File: config.mk
export PLATFORM = sky130hd
export DESIGN_NAME = sram_ctrl_flat
export DESIGN_NICKNAME = d
export VERILOG_FILES = /design/src/rtl/sram_pkg.sv /design/src/rtl/sram_ctrl_if.sv /design/src/rtl/sram_arb.sv /design/src/rtl/sram_ctrl.sv /design/src/flat_wrapper.sv
export SDC_FILE = /design/constraint.sdc
export NUM_CORES = 1
export LEC_CHECK = 0
export CORE_UTILIZATION = 41
export CTS_CLUSTER_SIZE = 8
export DETAILED_ROUTE_END_ITERATION = 7
export PLACE_DENSITY = 0.78
export SYNTH_ARGS = -nofsm -noshare
export SYNTH_HDL_FRONTEND = slang
export SYNTH_SLANG_ARGS = --single-unit
File: constraint.sdc
create_clock -name clk100 -period 2.4 [get_ports clk100]
set_input_delay 0.36 -clock clk100 [delete_from_list [all_inputs] [get_ports clk100]]
set_output_delay 0.36 -clock clk100 [all_outputs]
set_load 0.02 [all_outputs]
File: src/rtl/sram_pkg.sv
// Shared types and defaults for the external 256Kx16 asynchronous SRAM controller.
package sram_pkg;

  localparam int DEF_ADDR_W = 18;
  localparam int DEF_DATA_W = 16;

  typedef enum logic [2:0] {
    ST_IDLE,
    ST_RD,
    ST_WR_SETUP,
    ST_WR_PULSE,
    ST_WR_HOLD
  } sram_state_t;

  // Active-high strobe bundle; the top level inverts these onto the pins.
  typedef struct packed {
    logic ce;
    logic oe;
    logic we;
    logic lb;
    logic hb;
  } sram_strobe_t;

  localparam sram_strobe_t STROBE_OFF = '0;

endpackage

File: src/rtl/sram_ctrl_if.sv
// Requester ports (video read, fill/host write) and SRAM pin-side signals of sram_ctrl.
interface sram_ctrl_if
  import sram_pkg::*;
#(
  parameter int ADDR_W = DEF_ADDR_W,
  parameter int DATA_W = DEF_DATA_W
);

  logic              rd_req;
  logic [ADDR_W-1:0] rd_addr;
  logic              rd_ack;
  logic              rd_valid;
  logic [DATA_W-1:0] rd_data;

  logic              wr_req;
  logic [ADDR_W-1:0] wr_addr;
  logic [DATA_W-1:0] wr_data;
  logic [1:0]        wr_be;
  logic              wr_ack;

  logic [ADDR_W-1:0] ram_addr;
  logic [DATA_W-1:0] ram_dout;
  logic [DATA_W-1:0] ram_din;
  logic              ram_ce;
  logic              ram_oe;
  logic              ram_we;
  logic              ram_lb;
  logic              ram_hb;

  // Controller side.
  modport slave (
    input  rd_req, rd_addr, wr_req, wr_addr, wr_data, wr_be, ram_din,
    output rd_ack, rd_valid, rd_data, wr_ack,
           ram_addr, ram_dout, ram_ce, ram_oe, ram_we, ram_lb, ram_hb
  );

  // Requesters plus the SRAM device.
  modport master (
    output rd_req, rd_addr, wr_req, wr_addr, wr_data, wr_be, ram_din,
    input  rd_ack, rd_valid, rd_data, wr_ack,
           ram_addr, ram_dout, ram_ce, ram_oe, ram_we, ram_lb, ram_hb
  );

endinterface

File: src/rtl/sram_arb.sv
// Read-priority arbiter with write starvation guard; grants are only meaningful while the FSM is idle.
module sram_arb
  import sram_pkg::*;
#(
  parameter int STARVE_LIMIT = 4
) (
  input  logic clk100,
  input  logic reset_n,
  input  logic i_idle,
  input  logic i_rd_req,
  input  logic i_wr_req,
  output logic o_grant_rd,
  output logic o_grant_wr
);

  localparam int CNT_W = $clog2(STARVE_LIMIT + 1);
  localparam logic [CNT_W-1:0] CNT_MAX = CNT_W'(STARVE_LIMIT);

  logic [CNT_W-1:0] r_starve_cnt;
  logic             w_starved;

  assign w_starved  = (r_starve_cnt == CNT_MAX);
  assign o_grant_wr = i_idle & i_wr_req & (w_starved | ~i_rd_req);
  assign o_grant_rd = i_idle & i_rd_req & ~o_grant_wr;

  // NOTE: sequential state uses non-blocking assignments so every register samples pre-edge values.
  always_ff @(posedge clk100 or negedge reset_n) begin
    if (!reset_n) begin
      r_starve_cnt <= '0;
    end else if (o_grant_wr) begin
      r_starve_cnt <= '0;
    end else if (o_grant_rd && i_wr_req && !w_starved) begin
      r_starve_cnt <= r_starve_cnt + CNT_W'(1);
    end
  end

endmodule

File: src/rtl/sram_ctrl.sv
// Asynchronous SRAM sequencer: arbitrates read/write ports and drives registered CE/OE/WE/LB/HB strobes.
module sram_ctrl
  import sram_pkg::*;
#(
  parameter int ADDR_W       = DEF_ADDR_W,
  parameter int DATA_W       = DEF_DATA_W,
  parameter int READ_WAIT    = 1,
  parameter int WRITE_WAIT   = 1,
  parameter int STARVE_LIMIT = 4
) (
  input  logic        clk100,
  input  logic        reset_n,
  sram_ctrl_if.slave  bus
);

  localparam int WAIT_MAX = (READ_WAIT + 1 > WRITE_WAIT) ? READ_WAIT + 1 : WRITE_WAIT;
  localparam int CNT_W    = (WAIT_MAX > 1) ? $clog2(WAIT_MAX) : 1;
  localparam logic [CNT_W-1:0] RD_LOAD = CNT_W'(READ_WAIT);
  localparam logic [CNT_W-1:0] WR_LOAD = CNT_W'(WRITE_WAIT - 1);
  localparam sram_strobe_t RD_STROBE = '{ce: 1'b1, oe: 1'b1, we: 1'b0, lb: 1'b1, hb: 1'b1};

  sram_state_t       r_state;
  logic [CNT_W-1:0]  r_wait;
  sram_strobe_t      r_strobe;
  logic [ADDR_W-1:0] r_ram_addr;
  logic [DATA_W-1:0] r_ram_dout;
  logic [DATA_W-1:0] r_rd_data;
  logic              r_rd_ack;
  logic              r_rd_valid;
  logic              r_wr_ack;

  logic w_idle;
  logic w_grant_rd;
  logic w_grant_wr;

  assign w_idle = (r_state == ST_IDLE);

  sram_arb #(
    .STARVE_LIMIT (STARVE_LIMIT)
  ) u_arb (
    .clk100     (clk100),
    .reset_n    (reset_n),
    .i_idle     (w_idle),
    .i_rd_req   (bus.rd_req),
    .i_wr_req   (bus.wr_req),
    .o_grant_rd (w_grant_rd),
    .o_grant_wr (w_grant_wr)
  );

  always_ff @(posedge clk100 or negedge reset_n) begin
    if (!reset_n) begin
      r_state    <= ST_IDLE;
      r_wait     <= '0;
      r_strobe   <= STROBE_OFF;
      r_ram_addr <= '0;
      r_ram_dout <= '0;
      r_rd_data  <= '0;
      r_rd_ack   <= 1'b0;
      r_rd_valid <= 1'b0;
      r_wr_ack   <= 1'b0;
    end else begin
      // Ack/valid are single-cycle pulses unless re-asserted below.
      r_rd_ack   <= 1'b0;
      r_rd_valid <= 1'b0;
      r_wr_ack   <= 1'b0;

      case (r_state)
        ST_IDLE: begin
          if (w_grant_rd) begin
            r_state    <= ST_RD;
            r_rd_ack   <= 1'b1;
            r_ram_addr <= bus.rd_addr;
            r_strobe   <= RD_STROBE;
            r_wait     <= RD_LOAD;
          end else if (w_grant_wr) begin
            r_state    <= ST_WR_SETUP;
            r_wr_ack   <= 1'b1;
            r_ram_addr <= bus.wr_addr;
            r_ram_dout <= bus.wr_data;
            r_strobe   <= '{ce: 1'b1, oe: 1'b0, we: 1'b0, lb: bus.wr_be[0], hb: bus.wr_be[1]};
          end
        end

        ST_RD: begin
          if (r_wait == '0) begin
            r_rd_data  <= bus.ram_din;
            r_rd_valid <= 1'b1;
            r_strobe   <= STROBE_OFF;
            r_state    <= ST_IDLE;
          end else begin
            r_wait <= r_wait - CNT_W'(1);
          end
        end

        ST_WR_SETUP: begin
          r_strobe.we <= 1'b1;
          r_wait      <= WR_LOAD;
          r_state     <= ST_WR_PULSE;
        end

        ST_WR_PULSE: begin
          if (r_wait == '0) begin
            r_strobe.we <= 1'b0;
            r_state     <= ST_WR_HOLD;
          end else begin
            r_wait <= r_wait - CNT_W'(1);
          end
        end

        ST_WR_HOLD: begin
          r_strobe <= STROBE_OFF;
          r_state  <= ST_IDLE;
        end

        default: begin
          r_strobe <= STROBE_OFF;
          r_state  <= ST_IDLE;
        end
      endcase
    end
  end

  assign bus.rd_ack   = r_rd_ack;
  assign bus.rd_valid = r_rd_valid;
  assign bus.rd_data  = r_rd_data;
  assign bus.wr_ack   = r_wr_ack;
  assign bus.ram_addr = r_ram_addr;
  assign bus.ram_dout = r_ram_dout;
  assign bus.ram_ce   = r_strobe.ce;
  assign bus.ram_oe   = r_strobe.oe;
  assign bus.ram_we   = r_strobe.we;
  assign bus.ram_lb   = r_strobe.lb;
  assign bus.ram_hb   = r_strobe.hb;

endmodule

File: src/flat_wrapper.sv
// flat-port wrapper written by rule: the top's interface ports become plain ports
module sram_ctrl_flat import sram_pkg::*;
#(
  parameter int ADDR_W       = DEF_ADDR_W,
  parameter int DATA_W       = DEF_DATA_W,
  parameter int READ_WAIT    = 1,
  parameter int WRITE_WAIT   = 1,
  parameter int STARVE_LIMIT = 4
)
  (clk100, reset_n, bus_rd_req, bus_rd_addr, bus_wr_req, bus_wr_addr, bus_wr_data, bus_wr_be, bus_ram_din, bus_rd_ack, bus_rd_valid, bus_rd_data, bus_wr_ack, bus_ram_addr, bus_ram_dout, bus_ram_ce, bus_ram_oe, bus_ram_we, bus_ram_lb, bus_ram_hb);
  sram_ctrl_if #(.ADDR_W(ADDR_W), .DATA_W(DATA_W)) bus_i ();
  input  logic clk100;
  input  logic reset_n;
  input wire logic [$bits(bus_i.rd_req)-1:0] bus_rd_req;
  input wire logic [$bits(bus_i.rd_addr)-1:0] bus_rd_addr;
  input wire logic [$bits(bus_i.wr_req)-1:0] bus_wr_req;
  input wire logic [$bits(bus_i.wr_addr)-1:0] bus_wr_addr;
  input wire logic [$bits(bus_i.wr_data)-1:0] bus_wr_data;
  input wire logic [$bits(bus_i.wr_be)-1:0] bus_wr_be;
  input wire logic [$bits(bus_i.ram_din)-1:0] bus_ram_din;
  output wire logic [$bits(bus_i.rd_ack)-1:0] bus_rd_ack;
  output wire logic [$bits(bus_i.rd_valid)-1:0] bus_rd_valid;
  output wire logic [$bits(bus_i.rd_data)-1:0] bus_rd_data;
  output wire logic [$bits(bus_i.wr_ack)-1:0] bus_wr_ack;
  output wire logic [$bits(bus_i.ram_addr)-1:0] bus_ram_addr;
  output wire logic [$bits(bus_i.ram_dout)-1:0] bus_ram_dout;
  output wire logic [$bits(bus_i.ram_ce)-1:0] bus_ram_ce;
  output wire logic [$bits(bus_i.ram_oe)-1:0] bus_ram_oe;
  output wire logic [$bits(bus_i.ram_we)-1:0] bus_ram_we;
  output wire logic [$bits(bus_i.ram_lb)-1:0] bus_ram_lb;
  output wire logic [$bits(bus_i.ram_hb)-1:0] bus_ram_hb;
  assign bus_i.rd_req = bus_rd_req;
  assign bus_i.rd_addr = bus_rd_addr;
  assign bus_i.wr_req = bus_wr_req;
  assign bus_i.wr_addr = bus_wr_addr;
  assign bus_i.wr_data = bus_wr_data;
  assign bus_i.wr_be = bus_wr_be;
  assign bus_i.ram_din = bus_ram_din;
  assign bus_rd_ack = bus_i.rd_ack;
  assign bus_rd_valid = bus_i.rd_valid;
  assign bus_rd_data = bus_i.rd_data;
  assign bus_wr_ack = bus_i.wr_ack;
  assign bus_ram_addr = bus_i.ram_addr;
  assign bus_ram_dout = bus_i.ram_dout;
  assign bus_ram_ce = bus_i.ram_ce;
  assign bus_ram_oe = bus_i.ram_oe;
  assign bus_ram_we = bus_i.ram_we;
  assign bus_ram_lb = bus_i.ram_lb;
  assign bus_ram_hb = bus_i.ram_hb;
  sram_ctrl #(.ADDR_W(ADDR_W), .DATA_W(DATA_W), .READ_WAIT(READ_WAIT), .WRITE_WAIT(WRITE_WAIT), .STARVE_LIMIT(STARVE_LIMIT)) u_core (.clk100(clk100), .reset_n(reset_n), .bus(bus_i));
endmodule
==> flow_summary.yaml, run 1 <==
drt:
  firstDrtPassIters: 6
  drc: 14
  routed_wl_mm: 6.99
  drt_iter0_drc: 175
  routed_via_density: 5.22
  vias: 2194
  wl_per_cell_um: 16.6
  ant_nets: 0
logic_synthesis:
  ys_warn_count: 0
  synth-seq-cells: 65
  synth_top_area_cell: "dfrtp_1"
  synth_top_area_share_pct: 58.7
  syn_area_per_cell_um2: 13.9
  synth_seq_area_share_pct: 58.7
  syn_inst: 200
  synth_cell_types: 33
  syn_area_mm2: 0.00277
  synth_fp_nets: 276
  synth_area_leaders: "dfrtp_1 59%, mux2_2 8.9%, a221o_1 6.5%, mux2_4 5.4%, a21boi_0 4.9%"
global_route:
  grt.overflow.total: 0
  track_usage_pct: 21.4
  grt_max_degree: 29
  antenna_found_initial: 0
  grt_pass1_vias: 2283
  grt_pass1_wl_mm: 11.5
worst_setup_path:
  endpoint_kind: "flip-flop"
  regToRegSetupSlack_ps: 480
  criticalPathCategory: "reg -> reg"
  critPathMaxStageDelay_ps: 630
  critPathSlowestCell: "or4b_4"
  crit_chain: "or4b_4 -> nor2_8 -> buf_12 -> mux2_2"
  path_delay_family: "simple AND/OR/NAND/NOR gates"
  arrival_ps: 2140
  crit_required_ps: 2620
  critPathLaunchType: "flip-flop"
  crit_buf_inv: 1
  cp_max_fo: 17
clock_tree:
  post_cts_buffers: 0
  cts.clk_slew.worst_paths_ps: 70
  clk_latency_ps: 340
  tritoncts: "yes"
  holdBufCountCts: 0
  ctsResizeCount: 0
  cts-root-buf: "clkbuf_8"
  cts_sinks: 65
  cts_max_path_buffers: 2
  htree_levels: 3
  cts_made_buffers: 9
power:
  intPower_mw: 3.86
  netSwitchingFraction_pct: 35.9
  power_frac_clock_pct: 17.5
  combPwrFrac_pct: 49.7
  seqPwrFrac_pct: 32.8
  switchingPower_mw: 2.16
  power_density_mw_per_mm2: 1370
  leakage_nw: 1.87
  peakVddDrop_mv: 0.784
placed_design:
  place.gp.congestion: 0.737
  dpl_cell_area_mm2: 0.00417
  port_buffers: 131
  hpwl_mm: 5.00
  dpl_worst_slack_ps: 233
final_layout:
  nets: 414
  insertedDiodeCount: 0
  areaGrowthSynthToFinish_pct: 58.9
  stdcell_area_mm2: 0.00440
  nFillCells: 505
  drive_gt1_share_pct: 19.0
run_status:
  violations: "DRC"
  outcome: "finished with violations"
timing:
  tns_ps: 0
  min_period_ps: 1920
  clock_skew_ps: 9.18
  hold_ws_ps: 29.8
  hold_viol_final: 0
  setup_viol: 0
  worstMarginPinSlew_ps: 661
  timing.slew.headroom_pct: 55.9
  rsz0062_at_grt: "false"
  period_share_pct: 79.9
  fmax_mhz: 522
  slew_viol_final: 0
  fin_ws_ps: 482
floorplan:
  ios: 132
  die_y_um: 84.2
  fp-row-count: 29
  start_util_pct: 43.1
  dieWidth_um: 84.2
  core_mm2: 0.00642
  dieArea_mm2: 0.00709
job:
  max-cap-violations: 0
worst_hold_path:
  hp-class: "in -> async"
## metrics by stage
step	utilization (%)	instances	power [mW]
2_1_floorplan	-	200	3.62
3_3_place_gp	65.0	404	4.90
3_5_place_dp	65.0	404	5.00
4_1_cts	68.5	420	6.08
5_1_grt	68.5	420	6.37
6_report	68.5	420	6.03
## sequential cells by signal, indices dropped and copies added (netlist names)
| register | flops |
|---|---|
| u_core.bus.ram_oe | 1 |
| u_core.bus.ram_hb | 1 |
| u_core.r_wait | 1 |
| u_core.u_arb.r_starve_cnt | 3 |
| u_core.bus.rd_data | 16 |
| u_core.bus.ram_ce | 1 |
| u_core.bus.wr_ack | 1 |
| u_core.bus.ram_addr | 18 |
| u_core.bus.rd_ack | 1 |
| u_core.r_state | 3 |
| u_core.bus.ram_lb | 1 |
| u_core.bus.ram_we | 1 |
| u_core.bus.rd_valid | 1 |
| u_core.bus.ram_dout | 16 |
## cells in the mapped netlist (all sizes together)
library cell,instances
inv,7
a2bb2oi,1
mux2i,1
o221ai,1
a221o,18
a22oi,2
a21boi,19
mux2,32
or4b,1
nand3b,1
nor3b,3
or2,2
nor3,2
o21bai,1
clkbuf,5
buf,8
a21oi,2
nand2b,3
nand2,3
nor2,4
ha,2
nor4b,1
o22ai,1
o21ai,9
nand3,6
dfrtp,65
## power groups by stage
| stage | clock, mW | sequential [mW] | combinational (mW) |
|---|---|---|---|
| 5_1_grt | 1.13 | 2.05 | 3.19 |
| 6_report | 1.05 | 1.97 | 3.00 |
| 3_5_place_dp | 0 | 1.98 | 3.02 |
| 3_3_place_gp | 0 | 1.97 | 2.93 |
| 4_1_cts | 1.08 | 1.97 | 3.03 |
| 2_1_floorplan | 0 | 2.48 | 1.15 |
## path summary, 6_finish.rpt
kind	cells past startpoint	endpoint	startpoint
max	4	u_core.bus.ram_dout[15]	u_core.r_state[1]
min reg2reg	1	u_core.bus.rd_data[0]	u_core.bus.rd_data[0]
min in group clk100	1	u_core.bus.rd_data[0]	u_core.bus.rd_data[0]
min	1	u_core.bus.ram_addr[6]	reset_n
max reg2reg	4	u_core.bus.ram_dout[15]	u_core.r_state[1]
max in group asynchronous	2	u_core.bus.ram_dout[15]	reset_n
## logic make-up after synthesis
| logic type | Yosys count | share of synthesized area [%] |
|---|---|---|
| AO/OA/AOI/OAI | 54 | 15.4 |
| adder cells (fa/ha/maj) | 2 | 0.903 |
| multiplexers | 33 | 14.7 |
| buffers and inverters | 20 | 4.02 |
| AND/OR/NAND/NOR | 26 | 6.19 |
| flip-flops | 65 | 58.7 |
## metal layers
layer | wire, um | track usage (%)
met5 | 0 | 0
met4 | 83 | 6.58
met3 | 582 | 7.08
met2 | 3420 | 33.9
met1 | 2910 | 28.1
## final cells by class
class / instances / area, um^2 / share of cell area, %
clock buffers: 10 / 138 / 3.13
clock inverters: 6 / 90.1 / 2.05
inverters: 7 / 26.3 / 0.597
multi-input cells: 115 / 1040 / 23.6
flip-flops and latches: 65 / 1630 / 37.0
well taps: 77 / 96.3 / 2.19
repair buffers: 140 / 1390 / 31.5
## layout by cell type, fill, tap and decap left out, types with 6 or more instances in the layout
cell type	Yosys	routed
mux2_2	22	22
mux2_4	10	10
dfrtp_1	65	65
nand3_1	6	6
a21boi_0	18	18
o21ai_0	9	9
a221o_1	18	18
buf_4	2	8
clkdlybuf4s50_1	0	130
inv_1	7	7
clkbuf_8	0	10
No activity file was read; power rests on OpenSTA's default activity.
==> inputs of run 2 (changes only) <==
==> constraint.sdc (replaced) <==
create_clock -name clk100 -period 1.9 [get_ports clk100]
set_input_delay 0.285 -clock clk100 [delete_from_list [all_inputs] [get_ports clk100]]
set_output_delay 0.285 -clock clk100 [all_outputs]
set_load 0.02 [all_outputs]
==> run 2 against run 1 <==
The run still ends with DRC left; register-to-register slack got worse by 300 ps; worst setup slack got worse by 300 ps; non-clock buffer count grew 10; critical endpoint is now u_core.bus.ram_dout[1]; highest routed layer unchanged.
==> flow_summary.yaml, run 2 (synthesis gave the netlist of run 1 again) <==
clock_tree:
  cts-root-buf: "clkbuf_8"
  cts.clk_slew.worst_paths_ps: 70
  tritoncts: "yes"
  cts_max_path_buffers: 2
  cts_made_buffers: 9
  clk_latency_ps: 330
  htree_levels: 3
  cts_sinks: 65
timing:
  hold_ws_ps: 474
  setup_viol: 0
  tns_ps: 0
  hold_viol_final: 0
  fmax_mhz: 583
  worstMarginPinSlew_ps: 523
  timing.slew.headroom_pct: 65.1
  slew_viol_final: 0
  clock_skew_ps: 10.5
  min_period_ps: 1710
  rsz0062_at_grt: "false"
  period_share_pct: 90.2
  fin_ws_ps: 185
drt:
  drt_iter0_drc: 101
  ant_nets: 0
  routed_wl_mm: 6.88
  m1WireLength_mm: 2.89
  top_layer_used: "met4"
  firstDrtPassIters: 6
  drc: 14
  routed_via_density: 5.17
  dr_wl_met3_um: 576
  wl_per_cell_um: 16.0
  vias: 2223
  wl_met2_mm: 3.34
placed_design:
  hpwl_mm: 5.21
  place.gp.congestion: 0.753
  port_buffers: 131
  dp.cells: 413
  dpl_worst_slack_ps: -173
global_route:
  antenna_found_initial: 0
  grt_pass1_vias: 2301
  grt.overflow.total: 0
  grt_pass1_wl_mm: 11.1
  track_usage_pct: 20.4
  grt_max_degree: 35
final_layout:
  fin_cells: 430
  insertedDiodeCount: 0
  largest_reg_flops: 18
  layout_commonest_cell: "clkdlybuf4s50_1"
  areaGrowthSynthToFinish_pct: 61.3
  drive_gt1_share_pct: 21.0
  final_cell_mix: "130 x clkdlybuf4s50_1, 65 x dfrtp_1, 22 x mux2_2"
  nets: 424
floorplan:
  ios: 132
  die_y_um: 84.2
  core_mm2: 0.00642
  dieWidth_um: 84.2
  fp-row-count: 29
  dieArea_mm2: 0.00709
  start_util_pct: 43.1
worst_hold_path:
  hp-class: "in -> async"
power:
  leakage_nw: 1.90
  power_density_mw_per_mm2: 1670
  peakVddDrop_mv: 0.886
worst_setup_path:
  reg2reg_depth: 4
  endpoint_kind: "flip-flop"
  regToRegSetupSlack_ps: 190
  criticalPathCategory: "reg -> reg"
  crit_required_ps: 2110
  arrival_ps: 1930
  critPathLaunchType: "flip-flop"
  cp_max_fo: 9
job:
  max-cap-violations: 0
run_status:
  outcome: "finished with violations"
  violations: "DRC"
[run 2: cell count changes in the layout (fill, tap and decap cells not counted)]
| cell | before | now |
|---|---|---|
| dlygate4sd3_1 | 0 | 1 |
| buf_12 | 1 | 4 |
| clkinvlp_4 | 1 | 2 |
| clkinv_2 | 1 | 2 |
| bufinv_16 | 2 | 0 |
| buf_4 | 8 | 14 |
[run 2: per-layer routing]
| metal | global-route usage [%] | vias up |
|---|---|---|
| li1 | - | 1030 |
| met1 | 25.3 | 1089 |
| met2 | 34.1 | 94 |
| met3 | 5.41 | 10 |
| met4 | 7.99 | 0 |
| met5 | 0 | - |
[run 2: area by class of cell]
cell class | instances | area, um^2
Inverter | 7 | 26.3
Clock buffer | 10 | 138
Sequential cell | 65 | 1630
Clock inverter | 6 | 42.5
Fill cell | 494 | 1950
Timing Repair Buffer | 150 | 1500
Multi-Input combinational cell | 115 | 1040
Tap cell | 77 | 96.3
[run 2: critical path, stage by stage (launching register included)]
cell and delay [ps]:
dfrtp_1 380, or4b_4 580, nor2_8 170, buf_12 150
mux2_2 330
[run 2: where the power goes]
part / internal, mW / switching [mW] / total (mW)
Sequential: 2.06 / 0.361 / 2.42
Combinational: 2.16 / 1.83 / 3.98
Clock: 0.510 / 0.534 / 1.04
[run 2: repair_timing]
item | in CTS | in global routing
buffers inserted | 0 | 0
setup endpoints to repair | 0 | 0
hold buffers | 1 | 0
gates resized for setup | 0 | 0
hold endpoints to repair | 20 | 0
[run 2: stage by stage]
stage	total power, mW	instance area [um^2]	util, %
floorplan	4.58	2770	-
global placement	6.32	4280	66.6
detailed placement	6.45	4280	66.6
CTS	7.51	4470	69.6
global route	7.84	4470	69.6
finish	7.45	4470	69.6
[run 2: path summary, 6_finish.rpt]
path                                         from                     end
min in group clk100        u_core.bus.ram_dout[2]  u_core.bus.ram_dout[2]
hold / removal                            reset_n       u_core.bus.ram_we
setup / recovery                u_core.r_state[1]  u_core.bus.ram_dout[1]
max in group asynchronous                 reset_n   u_core.bus.rd_data[1]
setup reg to reg                u_core.r_state[1]  u_core.bus.ram_dout[1]
hold reg to reg            u_core.bus.ram_dout[2]  u_core.bus.ram_dout[2]
==> inputs of run 3 (changes only) <==
--- a/config.mk
+++ b/config.mk
@@ -8,7 +8,9 @@
 export CORE_UTILIZATION = 41
 export CTS_CLUSTER_SIZE = 8
 export DETAILED_ROUTE_END_ITERATION = 7
+export HOLD_SLACK_MARGIN = 0.1
 export PLACE_DENSITY = 0.78
+export SETUP_SLACK_MARGIN = 0.1
 export SYNTH_ARGS = -nofsm -noshare
 export SYNTH_HDL_FRONTEND = slang
 export SYNTH_SLANG_ARGS = --single-unit
==> run 3 against run 2 <==
The flow still finishes with violations (DRC); clock skew down 5.8 ps; utilization up 0.25 points; die area unchanged; register-to-register slack about the same; worst setup slack worse by 2.5 ps; final area up 0.36%; first-iteration DRC count up 16%; cell count down 0.70%; sequential power about the same; power up 2.5%; non-clock buffer count down 2; wire length up 3.1%.
==> flow_summary.yaml, run 3 (synthesis gave the netlist of run 1 again) <==
floorplan:
  ios: 132
  dieArea_mm2: 0.00709
  dieWidth_um: 84.2
  die_y_um: 84.2
  core_mm2: 0.00642
  fp-row-count: 29
  start_util_pct: 43.1
timing:
  period_share_pct: 90.4
  hold_ws_ps: 473
  setup_viol: 0
  slew_viol_final: 0
  worstMarginPinSlew_ps: 464
  fmax_mhz: 582
  timing.slew.headroom_pct: 69.1
  rsz0062_at_grt: "false"
  hold_viol_final: 0
  min_period_ps: 1720
  clock_skew_ps: 4.70
worst_setup_path:
  criticalPathCategory: "reg -> reg"
  crit_start: "u_core.r_state[1]"
  reg2reg_depth: 4
  crit_chain: "or4b_4 -> nor2_8 -> buf_4 -> mux2_4"
  critPathLaunchType: "flip-flop"
  critPathSlowestCell: "or4b_4"
  critPathMaxStageDelay_ps: 580
  cp_max_fo: 6
  timing.rr.end: "u_core.bus.ram_dout[4]"
  arrival_ps: 1940
  worstReg2RegStart: "u_core.r_state[1]"
  crit_required_ps: 2120
  endpoint_kind: "flip-flop"
  regToRegSetupSlack_ps: 180
final_layout:
  insertedDiodeCount: 0
  nets: 422
  areaGrowthSynthToFinish_pct: 61.9
  final_cell_mix: "130 x clkdlybuf4s50_1, 65 x dfrtp_1, 22 x mux2_2"
  nFillCells: 487
  drive_gt1_share_pct: 20.6
  largest_reg_flops: 18
  finalCoreUtilization_pct: 69.8
  fin_cells: 427
  layout_commonest_cell: "clkdlybuf4s50_1"
placed_design:
  place.gp.congestion: 0.746
  dp.cells: 411
  port_buffers: 131
  hpwl_mm: 5.09
clock_tree:
  cts.clk_slew.worst_paths_ps: 70
  htree_levels: 3
  tritoncts: "yes"
  cts_made_buffers: 9
  cts_sinks: 65
  cts-root-buf: "clkbuf_8"
  cts_max_path_buffers: 2
  clk_latency_ps: 330
run_status:
  outcome: "finished with violations"
  violations: "DRC"
worst_hold_path:
  hp-class: "in -> async"
global_route:
  busiest_layer: "met2"
  grt.overflow.total: 0
  antenna_found_initial: 0
  use_met1_pct: 25.7
  met2_usage_pct: 35.4
  grt_pass1_vias: 2322
  track_usage_pct: 21.1
  grt_max_degree: 47
  grt_pass1_wl_mm: 11.6
  use_met3_pct: 4.13
drt:
  drt_iter0_drc: 117
  vias: 2183
  routed_via_density: 5.11
  ant_nets: 0
  firstDrtPassIters: 6
  wl_per_cell_um: 16.6
  routed_wl_mm: 7.10
  drc: 10
job:
  max-cap-violations: 0
power:
  finalPower_mw: 7.63
  power_density_mw_per_mm2: 1700
  leakage_nw: 1.92
  peakVddDrop_mv: 0.891
run 3: worst max path at each step:
stage	to	slack (ps)	cells past startpoint
global placement	u_core.bus.ram_dout[11]	-150	5
detailed placement	u_core.bus.ram_dout[11]	-140	5
CTS	u_core.bus.ram_addr[10]	160	6
finish	u_core.bus.ram_dout[4]	180	4
global route	u_core.bus.ram_addr[11]	110	5
floorplan	u_core.bus.ram_dout[10]	110	5
run 3: what timing repair did:
action,in CTS,in global routing
setup buffers,0,0
hold buffers,1,0
setup endpoints to repair,0,6
gates resized for setup,0,2
hold endpoints to repair,19,0
run 3: where the power goes:
part	internal (mW)	total, mW	leakage [nW]	switching, mW
combinational	2.13	3.96	1.01	1.83
sequential	2.06	2.42	0.798	0.368
clock	0.740	1.25	0.112	0.505
run 3: stage by stage:
stage	TNS, ps	setup slack (ps)	cell area (um^2)
after floorplan	0	109	2770
after global placement	-2820	-152	4250
after detailed placement	-2400	-142	4250
after CTS	0	161	4470
after global routing	0	113	4480
final	0	183	4480
run 3: layout make-up:
class / count / area [um^2] / share of cell area [%]
multi-input combinational: 115 / 1050 / 23.4
clock inverter: 2 / 35.0 / 0.781
timing repair buffer: 148 / 1470 / 32.9
sequential: 65 / 1630 / 36.3
clock buffer: 13 / 179 / 3.99
tap: 77 / 96.3 / 2.15
inverter: 7 / 26.3 / 0.586
run 3: critical path, delay by kind of cell, from the launching register on:
| family | cells | cell delay, ps |
|---|---|---|
| buffers and inverters | 1 | 190 |
| flip-flops | 1 | 390 |
| multiplexers | 1 | 310 |
| AND/OR/NAND/NOR | 2 | 720 |
run 3: per-layer routing:
metal,vias up,routed length [um]
met3,19,401
met2,90,3570
met1,1050,2900
met4,0,219
li1,1024,-
met5,-,0
